`config.mk`:
```
export PLATFORM = sky130hd
export DESIGN_NAME = bpsk_ask_demod
export DESIGN_NICKNAME = d
export VERILOG_FILES = /design/src/rtl/bpsk_ask_demod.sv
export SDC_FILE = /design/constraint.sdc
export NUM_CORES = 1
export LEC_CHECK = 0
export ABC_AREA = 1
export BUFFER_PORTS_ARGS = -buffer_cell sky130_fd_sc_hd__buf_4
export CAP_MARGIN = 25
export CORE_UTILIZATION = 50
export DETAILED_ROUTE_END_ITERATION = 16
export PLACE_DENSITY = 0.69
export SLEW_MARGIN = 20
export SYNTH_ARGS = -nofsm -noshare
export SYNTH_HDL_FRONTEND = slang
export SYNTH_SLANG_ARGS = --single-unit
```
`constraint.sdc`:
```
create_clock -name clk -period 9.7 [get_ports clk]
set_input_delay 0.97 -clock clk [delete_from_list [all_inputs] [get_ports clk]]
set_output_delay 0.97 -clock clk [all_outputs]
set_load 0.005 [all_outputs]
```
`src/rtl/bpsk_ask_demod.sv`:
```
// Coherent integrate-and-dump BPSK/ASK demodulator: multiply by reference, integrate SYM_LEN samples, decide.
// Optional PRBS (x^8+x^6+x^5+x^4+1) bit checker enabled by defining PRBS_CHECK_EN.
module bpsk_ask_demod #(
  parameter int unsigned DATA_W  = 8,
  parameter int unsigned ACC_W   = 32,
  parameter int unsigned SYM_LEN = 10000
) (
  input  logic                     clk,
  input  logic                     rst,
  input  logic                     clr,
  input  logic                     ask_mode,
  input  logic                     sample_en,
  input  logic signed [DATA_W-1:0] in_sample,
  input  logic signed [DATA_W-1:0] ref_carrier,
  input  logic signed [ACC_W-1:0]  ask_thresh,
  output logic                     bit_out,
  output logic                     bit_valid,
  output logic signed [ACC_W-1:0]  acc_out
`ifdef PRBS_CHECK_EN
  ,
  output logic [15:0]              err_cnt,
  output logic                     prbs_lock
`endif
);

  localparam int unsigned PROD_W = 2 * DATA_W;
  localparam int unsigned CNT_W  = (SYM_LEN > 1) ? $clog2(SYM_LEN) : 1;
  localparam logic [CNT_W-1:0] CNT_LAST = CNT_W'(SYM_LEN - 1);

  logic signed [PROD_W-1:0] p_q, p_d;
  logic                     p_vld_q, p_vld_d;
  logic signed [ACC_W-1:0]  acc_q, acc_d;
  logic [CNT_W-1:0]         cnt_q, cnt_d;
  logic signed [ACC_W-1:0]  acc_out_q, acc_out_d;
  logic                     bit_out_q, bit_out_d;
  logic                     bit_valid_q, bit_valid_d;
  logic signed [ACC_W-1:0]  sum_c;
  logic                     decision_c;

  // Multiply stage, then integrate-and-dump with the decision taken on the dump cycle
  always_comb begin
    p_d         = p_q;
    p_vld_d     = 1'b0;
    acc_d       = acc_q;
    cnt_d       = cnt_q;
    acc_out_d   = acc_out_q;
    bit_out_d   = bit_out_q;
    bit_valid_d = 1'b0;
    sum_c       = acc_q + ACC_W'(p_q);
    decision_c  = ask_mode ? (sum_c > ask_thresh) : sum_c[ACC_W-1];

    if (clr) begin
      acc_d   = '0;
      cnt_d   = '0;
      p_vld_d = 1'b0;
    end else begin
      if (sample_en) begin
        p_d     = PROD_W'(in_sample) * PROD_W'(ref_carrier);
        p_vld_d = 1'b1;
      end
      if (p_vld_q) begin
        if (cnt_q == CNT_LAST) begin
          acc_d       = '0;
          cnt_d       = '0;
          acc_out_d   = sum_c;
          bit_out_d   = decision_c;
          bit_valid_d = 1'b1;
        end else begin
          acc_d = sum_c;
          cnt_d = cnt_q + CNT_W'(1);
        end
      end
    end
  end

  always_ff @(posedge clk or posedge rst) begin
    if (rst) begin
      p_q         <= '0;
      p_vld_q     <= 1'b0;
      acc_q       <= '0;
      cnt_q       <= '0;
      acc_out_q   <= '0;
      bit_out_q   <= 1'b0;
      bit_valid_q <= 1'b0;
    end else begin
      p_q         <= p_d;
      p_vld_q     <= p_vld_d;
      acc_q       <= acc_d;
      cnt_q       <= cnt_d;
      acc_out_q   <= acc_out_d;
      bit_out_q   <= bit_out_d;
      bit_valid_q <= bit_valid_d;
    end
  end

  assign bit_out   = bit_out_q;
  assign bit_valid = bit_valid_q;
  assign acc_out   = acc_out_q;

`ifdef PRBS_CHECK_EN
  localparam int unsigned LOCK_RUN = 16;

  logic [7:0]  s_q, s_d;
  logic [3:0]  fill_q, fill_d;
  logic [15:0] err_q, err_d;
  logic [4:0]  match_q, match_d;
  logic        lock_q, lock_d;
  logic        pred_c;

  // Predict each new bit from the previous eight; s_q[0] holds the most recent bit
  always_comb begin
    s_d     = s_q;
    fill_d  = fill_q;
    err_d   = err_q;
    match_d = match_q;
    lock_d  = lock_q;
    pred_c  = s_q[7] ^ s_q[5] ^ s_q[4] ^ s_q[3];

    if (clr) begin
      s_d     = '0;
      fill_d  = '0;
      err_d   = '0;
      match_d = '0;
      lock_d  = 1'b0;
    end else if (bit_valid_q) begin
      s_d = {s_q[6:0], bit_out_q};
      if (fill_q < 4'd8) begin
        fill_d = fill_q + 4'd1;
      end else if (pred_c != bit_out_q) begin
        err_d   = (err_q == 16'hFFFF) ? err_q : err_q + 16'd1;
        match_d = '0;
        lock_d  = 1'b0;
      end else begin
        if (match_q < 5'(LOCK_RUN)) match_d = match_q + 5'd1;
        if (match_q >= 5'(LOCK_RUN - 1)) lock_d = 1'b1;
      end
    end
  end

  always_ff @(posedge clk or posedge rst) begin
    if (rst) begin
      s_q     <= '0;
      fill_q  <= '0;
      err_q   <= '0;
      match_q <= '0;
      lock_q  <= 1'b0;
    end else begin
      s_q     <= s_d;
      fill_q  <= fill_d;
      err_q   <= err_d;
      match_q <= match_d;
      lock_q  <= lock_d;
    end
  end

  assign err_cnt   = err_q;
  assign prbs_lock = lock_q;
`endif

endmodule

```
==> reports/qor.csv, run 1 <==
stage;metric;value;unit
status;status;complete, no violations;
grt;antenna_found_initial;0;
drt;num_vias;8347;
critical_path;critPathKind;input pin to register;
critical_path;path_depth;15;
synth;synth_ff_type;dfrtp_1;
critical_path;crit_path_max_incr_delay;540;ps
timing;tightest_slew;816;ps
timing;tns;0;ps
die;die_x;141;µm
critical_path;path_buf_inv;3;
critical_path;reg2reg_depth;17;
grt;grt_pass1_wl;39200;µm
layout;antenna_cells;0;
cts;post_cts_resized;0;
layout;post-route-cell-area;10800;µm²
critical_path;crit_path_end_kind;register;
synth;synth.largest_area_cell;dfrtp_1;
cts;postCtsSetupRepairBufs;0;
power;p_seq_frac;0.214;
die;ios;87;
cts;cts_buffer_depth;2;
synth;yosysMostFrequentCell;nand2_1;
synth;synthArstFlopShare;1.00;
placement;place_congestion;0.916;
synth;synthMuxAreaShare;0;
timing;finalCriticalPeriod;4670;ps
critical_path;crit_fanout;8;
die;die_y;141;µm
grt;grt_max_degree;51;
power;p_int;1.20;mW
power;power_frac_comb;0.620;
grt;grt.overflow.total;0;
power;vdd_drop_max;0.000143;V
synth;synth_adder_area_share;0.238;
power;swShare;0.494;
cts;cts_tree;yes;
placement;io_buffers;86;
placement;placed_cell_area;10400;µm²
drt;drt_pass1_iterations;5;
worst_hold_path;worstHoldPathCells;2;
timing;max_freq;214;MHz
cts;htreeDepth;3;
placement;place_inst;1635;
layout;nets;1614;
power;pwr-share-clk;0.167;
synth;synth.avg_cell_area;7.16;µm²
timing;final-max-slew-violation-count;0;
synth;ys_top_cells_by_area;dfrtp_1 25%, nand2_1 16%, ha_1 12%;
synth;syn_inst;1341;
critical_path;worst_path_max_delay_cell;fa_1;
synth;yosysWarnings;0;
synth;yosysSeqAreaShare;0.253;
drt;via_per_inst;5.06;
critical_path;cp.arrival;4950;ps
synth;synth_top_family_by_area;simple AND/OR/NAND/NOR gates;
synth;syn_area;9600;µm²
cts;cts.sinks;97;
timing;relSlewSlack;0.456;
synth;synthSimpleGateAreaFrac;0.274;
synth;synth_compound_area_frac;0.0821;
drt;ant_nets;0;
layout;area_growth_syn_to_layout;12.1;%
power;p_switching;1.17;mW
die;row_count;50;
timing;fin_skew;15.1;ps
placement;dp_hpwl;18800;µm
power;p_per_area;220;nW/µm²
worst_hold_path;hold_path_class;register to register;
synth;yosys.cell_types.count;43;
flow_run;maxCapViolations;0;
synth;synth_common_cells;405 x nand2_1, 260 x inv_1, 97 x dfrtp_1, 93 x ha_1, 73 x nor2_1;
die;die_area;19800;µm²
timing;setup_viol;0;
timing;rsz0062_at_grt;false;
synth;ys_ff_latch;97;
drt;drc;0;
cts;hold_buffers;0;
timing;hold_viol_final;0;
power;cellLeakagePower;6.29;nW
drt;wl;22900;µm
synth;synth_edf_count;0;
synth;synth_top_area_share;0.253;
cts;cts_inserted_buffers;9;
drt;first_iter_violations;521;
cts;clockRootBuffer;clkbuf_16;
die;start_util;0.512;
drt;wl_per_cell;13.9;µm
critical_path;cpMostUsedCell;fa_1;
critical_path;path_delay_family;adder cells;
timing;fin_crit_sh;0.481;
cts;path_clk_slew;70;ps
cts;clkLatencyLatePin;370;ps
layout;drive_gt1_frac;0.114;
die;coreArea;18800;µm²
critical_path;setup.worst_path.start_class;input pin;
grt;grt_pass1_vias;8271;
critical_path;crit_path_cell_trace;buf_4 -> inv_1 -> or2_2 -> fa_1 -> fa_1 -> inv_1 -> fa_1 -> fa_1 -> ha_1 -> a21oi_1 -> o21ai_0 -> nand2_1 -> nand4_1 -> or2_2 -> a31oi_1;
grt;grt_util_all_layers;0.249;
layout;fin_cells;1651;
synth;synth_xor_area_frac;0.0321;
synth;syn_nets;1543;
critical_path;worstPathRequired;9980;ps
-- worst register-to-register path, stage by stage (launching register included) --
cell     delay (ps)
dfrtp_1         870
ha_1            450
a21oi_1         210
inv_1            60
nor2_1          270
o21ai_1         150
a21oi_1         240
nand3_1         170
and2_1          190
ha_1            260
nand2_1          90
nor3_1          380
and3_1          310
nand2_1         110
nand2_1          80
nand2_1          60
nand3_1          70
nand3_1          80
-- final timing paths --
kind,startpoint,to,slack [ps]
max reg2reg,p_q[15],bit_out,5540
min in group asynchronous,rst,cnt_q[3],700
max,ref_carrier[7],p_q[14],5030
max in group asynchronous,rst,acc_out[19],7920
min,acc_out[18],acc_out[18],480
min reg2reg,acc_out[18],acc_out[18],480
-- flip-flops by register name (all words and copies together), names as in the netlist --
register	cells
acc_out	32
bit_valid	1
p_q	16
p_vld_q	1
bit_out	1
acc_q	32
cnt_q	14
-- placed cells by master (no fill, tap or decap), types with 2 or more instances in the layout --
master	count
and2_1	11
nor2_1	72
o21ai_1	23
nand3b_1	2
inv_8	3
dfrtp_1	97
inv_1	259
a31oi_1	6
nor4_1	5
fa_1	56
nor3_4	2
buf_4	90
clkinv_1	2
o21a_1	2
xnor2_1	7
clkinvlp_4	2
nor4_2	2
nor2_2	10
nand2_2	11
inv_2	11
nand2_1	405
a21oi_1	52
o21bai_1	7
nand3_1	63
o22ai_1	6
ha_1	93
o21ai_0	38
a21o_1	5
or2_2	5
nor3_1	8
nor3_2	3
xor2_2	6
nand3_2	3
nand4_1	14
clkbuf_16	9
xor2_1	17
-- area by class of cell --
cell class              count  area (µm²)
inverters                 273        1030
flip-flops and latches     97        2430
multi-input cells         941        6020
fillers                  1852        8000
well taps                 234         293
clock inverters             7        95.1
clock buffers               9         225
repair buffers             90         676
-- cells by family (layout without fill, tap and decap cells) --
| family | count (synthesis) | after routing |
|---|---|---|
| and+or+nand+nor | 618 | 618 |
| buffers and inverters | 303 | 379 |
| adders and majority gates | 149 | 149 |
| AOI/OAI and AO/OA | 144 | 144 |
| DFF | 97 | 97 |
| xor gates and xnor gates | 30 | 30 |
-- power groups by stage --
stage	Combinational [mW]	Clock [mW]	Sequential, mW
2_1_floorplan	1.14	0	0.492
4_1_cts	1.48	0.401	0.507
5_1_grt	1.70	0.416	0.513
3_3_place_gp	1.45	0	0.514
3_5_place_dp	1.47	0	0.514
6_report	1.47	0.395	0.508
-- layer usage --
| metal | share of wire | up-vias | global-route usage |
|---|---|---|---|
| met5 | 0 | - | 0 |
| met4 | 0.018 | 0 | 0.0652 |
| met3 | 0.038 | 28 | 0.0294 |
| met2 | 0.48 | 167 | 0.438 |
| met1 | 0.46 | 3885 | 0.325 |
| li1 | - | 4267 | - |
-- per-stage QoR --
step	hold WS, ps	power, mW	util	setup slack [ps]
after floorplan	448	1.63	-	4910
after global placement	465	1.96	0.557	4740
after detailed placement	468	1.99	0.557	4660
after CTS	486	2.39	0.574	5020
after global routing	501	2.63	0.574	4700
final	484	2.37	0.574	5030
(Power assumes the default switching activity.)
==> inputs of run 2 (changes only) <==
==> constraint.sdc (replaced) <==
create_clock -name clk -period 4.3 [get_ports clk]
set_input_delay 0.43 -clock clk [delete_from_list [all_inputs] [get_ports clk]]
set_output_delay 0.43 -clock clk [all_outputs]
set_load 0.005 [all_outputs]
==> run 2 against run 1 <==
  * Clock power rose by 130%
  * Via count rose by 1.7%
  * Cell count rose by 0.97%
  * Sequential share of layout area is 0.27 points lower
  * Sequential cell count stayed put
  * Non-clock buffer count grew 16
  * Global-route usage grew 1.1 points
  * Worst setup slack worse by 4800 ps
  * Die area unchanged
  * Hold slack got worse by 270 ps
  * Critical endpoint unchanged
  * Largest cell class unchanged
==> reports/qor.csv, run 2 (synthesis gave the netlist of run 1 again) <==
stage;metric;value;unit;change
status;status;complete, no violations;;
critical_path;reg2reg_depth;18;;+1
worst_hold_path;hold_path_class;input pin to async pin;;
timing;fin_crit_sh;0.938;;
timing;fin_skew;16.4;ps;+1.29 ps
timing;setup_viol;0;;unchanged
layout;layout_common_cells;405 x nand2_1, 259 x inv_1, 105 x buf_4;;
grt;grt.overflow.total;0;;unchanged
critical_path;r2r_slack;390;ps;-5150 ps
timing;hold_ws;213;ps;-270 ps
die;die_x;141;µm;unchanged
cts;hold_buffers;0;;unchanged
cts;htreeDepth;3;;unchanged
drt;num_vias;8489;;+1.7%
flow_run;maxCapViolations;0;;unchanged
timing;tightest_slew;754;ps;-62.0 ps
placement;place_congestion;0.939;;+2.6%
layout;layout_commonest_cell;nand2_1;;
grt;grt_pass1_vias;8539;;+3.2%
placement;io_buffers;86;;unchanged
cts;postCtsSetupRepairBufs;0;;unchanged
drt;ant_nets;0;;unchanged
critical_path;setup.worst_path.start_class;input pin;;
critical_path;cp.arrival;4310;ps;-640 ps
drt;via_per_inst;5.09;;+0.73%
critical_path;reg2reg_to;bit_out;;
power;total_power;5.48;mW;+130%
layout;fillers;1847;;-0.27%
layout;drive_gt1_frac;0.124;;+0.00990
critical_path;crit_path_start;ref_carrier[7];;
die;start_util;0.512;;unchanged
timing;relSlewSlack;0.497;;+0.0413
cts;clkLatencyLatePin;360;ps;about the same
critical_path;path_delay_family;adder cells;;
critical_path;crit_path_cell_trace;buf_4 -> inv_1 -> or2_2 -> fa_1 -> inv_1 -> fa_1 -> fa_1 -> inv_1 -> fa_1 -> inv_1 -> ha_1 -> nand2_1 -> nor3_1 -> nand3_1 -> nand4_1 -> or2_2 -> a31oi_1;;
power;vdd_drop_max;0.000298;V;+110%
die;die_y;141;µm;unchanged
layout;antenna_cells;0;;unchanged
timing;final-max-slew-violation-count;0;;unchanged
cts;cts_tree;yes;;
die;coreArea;18800;µm²;unchanged
placement;dp_hpwl;19200;µm;+2.0%
cts;cts_inserted_buffers;9;;unchanged
grt;grt_pass1_wl;40800;µm;+3.9%
cts;cts.sinks;97;;unchanged
die;row_count;50;;unchanged
cts;cts_buffer_depth;2;;unchanged
grt;antenna_found_initial;0;;unchanged
layout;area_growth_syn_to_layout;13.5;%;
layout;final_util;0.581;;+0.00707
critical_path;r2r-start;p_q[15];;
die;die_area;19800;µm²;unchanged
grt;grt_util_all_layers;0.260;;+0.0106
critical_path;crit_fanout;6;;-2
cts;post_cts_resized;0;;unchanged
drt;wl_per_cell;14.2;µm;+2.2%
drt;first_iter_violations;507;;-2.7%
cts;clockRootBuffer;clkbuf_16;;
power;p_seq_frac;0.207;;-0.007
critical_path;worstPathRequired;4570;ps;-5410 ps
drt;drc;0;;unchanged
timing;max_freq;248;MHz;
power;p_per_area;503;nW/µm²;+130%
power;cellLeakagePower;6.37;nW;+1.3%
power;pwr-share-clk;0.163;;-0.004
critical_path;critPathKind;input pin to register;;
timing;rsz0062_at_grt;false;;
drt;wl;23700;µm;+3.2%
critical_path;crit_path_end_kind;register;;
layout;nets;1630;;+0.99%
power;p_switching;2.67;mW;+130%
drt;drt_pass1_iterations;5;;unchanged
die;ios;87;;unchanged
power;p_int;2.81;mW;+130%
power;power_frac_comb;0.630;;+0.010
timing;hold_viol_final;0;;unchanged
grt;grt_max_degree;58;;+14%
power;swShare;0.488;;-0.00582
timing;finalCriticalPeriod;4040;ps;
cts;path_clk_slew;80;ps;about the same
critical_path;worst_path_max_delay_cell;fa_1;;
critical_path;path_buf_inv;5;;+2
critical_path;crit_path_max_incr_delay;550;ps;about the same
==> run 2: layout make-up <==
| class | count | area, µm² | area share |
|---|---|---|---|
| inverter | 273 | 1030 | 0.0943 |
| sequential | 97 | 2430 | 0.223 |
| multi-input combinational | 941 | 6020 | 0.553 |
| tap | 234 | 293 | 0.0269 |
| timing repair buffer | 106 | 803 | 0.0737 |
| clock buffer | 9 | 225 | 0.0207 |
| clock inverter | 7 | 100 | 0.00918 |
==> run 2: how the worst max path moves through the flow <==
stage,endpoint,slack (ps),cells past startpoint
after floorplan,p_q[14],50,14
after global placement,p_q[14],-5,15
after detailed placement,p_q[14],-100,17
after CTS,p_q[14],270,17
after global routing,bit_out,10,19
final,p_q[14],260,17
==> run 2: stage by stage <==
| step | instances | setup WS (ps) | area, µm² | setup TNS, ps |
|---|---|---|---|---|
| after CTS | 1666 | 274 | 10900 | 0 |
| after detailed placement | 1650 | -102 | 10600 | -161 |
| final | 1667 | 265 | 10900 | 0 |
| after floorplan | 1341 | 53.9 | 9600 | 0 |
| after global routing | 1667 | 14.7 | 10900 | 0 |
| after global placement | 1650 | -5.19 | 10600 | -5.19 |
==> run 2: per-layer routing <==
| layer | wire length (µm) | vias to the layer above | global-route usage |
|---|---|---|---|
| met3 | 993 | 36 | 0.0328 |
| met4 | 505 | 0 | 0.0744 |
| met1 | 10700 | 3943 | 0.339 |
| met2 | 11400 | 192 | 0.452 |
| li1 | - | 4318 | - |
| met5 | 0 | - | 0 |
==> run 2: power by group through the flow <==
stage / sequential (mW) / combinational, mW / clock (mW)
2_1_floorplan: 1.11 / 2.58 / 0
3_3_place_gp: 1.15 / 3.39 / 0
3_5_place_dp: 1.15 / 3.45 / 0
4_1_cts: 1.13 / 3.47 / 0.904
5_1_grt: 1.15 / 4.02 / 0.933
6_report: 1.14 / 3.45 / 0.891
==> inputs of run 3 (changes only) <==
--- a/config.mk
+++ b/config.mk
@@ -11,6 +11,7 @@
 export CORE_UTILIZATION = 50
 export DETAILED_ROUTE_END_ITERATION = 16
 export PLACE_DENSITY = 0.69
+export REMOVE_ABC_BUFFERS = 1
 export SLEW_MARGIN = 20
 export SYNTH_ARGS = -nofsm -noshare
 export SYNTH_HDL_FRONTEND = slang
==> constraint.sdc (replaced) <==
create_clock -name clk -period 4.3 [get_ports clk]
set_input_delay 0.43 -clock clk [delete_from_list [all_inputs] [get_ports clk]]
set_output_delay 0.43 -clock clk [all_outputs]
set_load 0.01 [all_outputs]
==> run 3 against run 2 <==
  * Clock skew down 6.4 ps
  * Global-route usage decreased by 0.25 points
  * Register-to-register slack better by 60 ps
==> reports/qor.csv, run 3 (synthesis gave the netlist of run 1 again) <==
stage;metric;value;unit;change
timing;finalCriticalPeriod;4050;ps;+12.7 ps
layout;antenna_cells;0;;unchanged
layout;multi_input_area;6020;µm²;unchanged
timing;final-max-slew-violation-count;0;;unchanged
power;swShare;0.489;;+0.000572
layout;ff_latch_area;2430;µm²;unchanged
grt;grt_util_all_layers;0.257;;-0.00253
timing;relSlewSlack;0.451;;-0.0467
layout;nets;1625;;-0.31%
cts;post_cts_resized;0;;unchanged
timing;setup_viol;0;;unchanged
critical_path;crit_path_max_incr_delay;550;ps;about the same
cts;cts_buffer_depth;2;;unchanged
timing;hold_viol_final;0;;unchanged
critical_path;cp.arrival;4330;ps;+20 ps
placement;placed_cell_area;10500;µm²;-0.28%
power;p_int;2.79;mW;-0.51%
grt;grt_pass1_wl;40200;µm;-1.5%
cts;cts.sinks;97;;unchanged
timing;tightest_slew;824;ps;+70.0 ps
critical_path;cpMostUsedCell;fa_1;;
power;pwr-share-clk;0.158;;-0.005
die;row_count;50;;unchanged
layout;final_util;0.578;;-0.00300
cts;clockRootBuffer;clkbuf_16;;
die;start_util;0.512;;unchanged
layout;drive_gt1_frac;0.120;;-0.00307
die;die_y;141;µm;unchanged
cts;cts_tree;yes;;
timing;max_freq;247;MHz;-0.31%
timing;fin_crit_sh;0.941;;+0.00295
timing;tns;0;ps;unchanged
timing;fin_skew;10.0;ps;-6.41 ps
timing;hold_ws;199;ps;-14.7 ps
power;p_per_area;503;nW/µm²;+0.12%
grt;grt.overflow.total;0;;unchanged
power;p_switching;2.67;mW;-0.29%
critical_path;critPathKind;input pin to register;;
die;die_area;19800;µm²;unchanged
drt;drc;0;;unchanged
cts;postCtsSetupRepairBufs;0;;unchanged
drt;wl;23600;µm;-0.13%
status;status;complete, no violations;;
power;power_frac_comb;0.635;;+0.005
placement;place_congestion;0.957;;+1.9%
cts;htreeDepth;3;;unchanged
die;coreArea;18800;µm²;unchanged
cts;cts_inserted_buffers;9;;unchanged
grt;grt_max_degree;64;;+10%
critical_path;crit_path_end_kind;register;;
timing;rsz0062_at_grt;false;;
drt;num_vias;8421;;-0.80%
critical_path;worst_path_max_delay_cell;fa_1;;
critical_path;worstPathRequired;4580;ps;about the same
cts;hold_buffers;0;;unchanged
critical_path;crit_path_cell_trace;buf_4 -> inv_1 -> or2_2 -> fa_1 -> fa_1 -> inv_1 -> fa_1 -> fa_1 -> ha_1 -> a21oi_1 -> o21ai_0 -> nand2_1 -> nand4_1 -> or2_2 -> a31oi_1;;
layout;area_growth_syn_to_layout;12.9;%;
placement;dp_hpwl;19200;µm;+0.15%
worst_hold_path;hold_path_class;input pin to async pin;;
power;vdd_drop_max;0.000255;V;-14%
layout;fillers;1812;;-1.9%
die;die_x;141;µm;unchanged
power;cellLeakagePower;6.34;nW;-0.42%
layout;post-route-cell-area;10800;µm²;-0.52%
layout;layout_commonest_cell;nand2_1;;
critical_path;setup.worst_path.start_class;input pin;;
layout;layout_common_cells;405 x nand2_1, 259 x inv_1, 101 x buf_4;;
drt;drt_pass1_iterations;5;;unchanged
drt;via_per_inst;5.07;;-0.50%
drt;ant_nets;0;;unchanged
drt;first_iter_violations;540;;+6.5%
placement;io_buffers;86;;unchanged
critical_path;crit_fanout;6;;unchanged
drt;wl_per_cell;14.2;µm;+0.17%
placement;place_inst;1646;;-0.24%
cts;path_clk_slew;70;ps;about the same
flow_run;maxCapViolations;0;;unchanged
critical_path;path_delay_family;adder cells;;
grt;antenna_found_initial;0;;unchanged
cts;clkLatencyLatePin;360;ps;about the same
layout;fin_cells;1662;;-0.30%
die;ios;87;;unchanged
grt;grt_pass1_vias;8385;;-1.8%
critical_path;path_buf_inv;3;;-2
power;p_seq_frac;0.207;;about the same
==> run 3: cell types whose count changed in the layout (fill, tap and decap cells not counted) <==
cell and delta:
inv_8 -1, buf_4 -4, clkinvlp_4 -1, clkinv_8 -2, buf_8 -1, clkinv_4 +2, inv_6 +1, clkbuf_8 +1
==> run 3: area by class of cell <==
type | count | share of cell area
Inverter | 273 | 0.0947
Clock buffer | 10 | 0.0220
Timing Repair Buffer | 101 | 0.0699
Clock inverter | 6 | 0.00692
Sequential cell | 97 | 0.224
Tap cell | 234 | 0.0270
Multi-Input combinational cell | 941 | 0.555
==> run 3: through the flow <==
step	power, mW	worst slack, ps
after global placement	4.52	-10.5
after global routing	6.05	31.8
final	5.46	252
after detailed placement	4.58	-114
after floorplan	3.67	160
after CTS	5.48	256
==> run 3: power by group through the flow <==
stage	clock, mW	sequential (mW)	combinational, mW
detailed placement	0	1.14	3.44
finish	0.861	1.13	3.47
global placement	0	1.15	3.38
global route	0.912	1.14	3.99
CTS	0.883	1.13	3.47
floorplan	0	1.11	2.56
==> run 3: final timing paths <==
path	to	slack [ps]	startpoint	depth (start not counted)
max in group asynchronous	acc_out[19]	3090	rst	3
worst max register to register	bit_out	450	p_q[15]	17
min in group clk	bit_valid	320	clr	2
worst min-delay path	bit_valid	200	rst	2
worst min register to register	acc_out[28]	480	acc_out[28]	2
worst max-delay path	p_q[14]	250	ref_carrier[7]	15
==> run 3: layer usage <==
layer  GRT usage  vias up  part of all wire
li1            -     4310                 -
met1       0.351     3890              0.47
met2       0.426      196              0.46
met3      0.0427       25             0.052
met4      0.0641        0             0.016
met5           0        -                 0
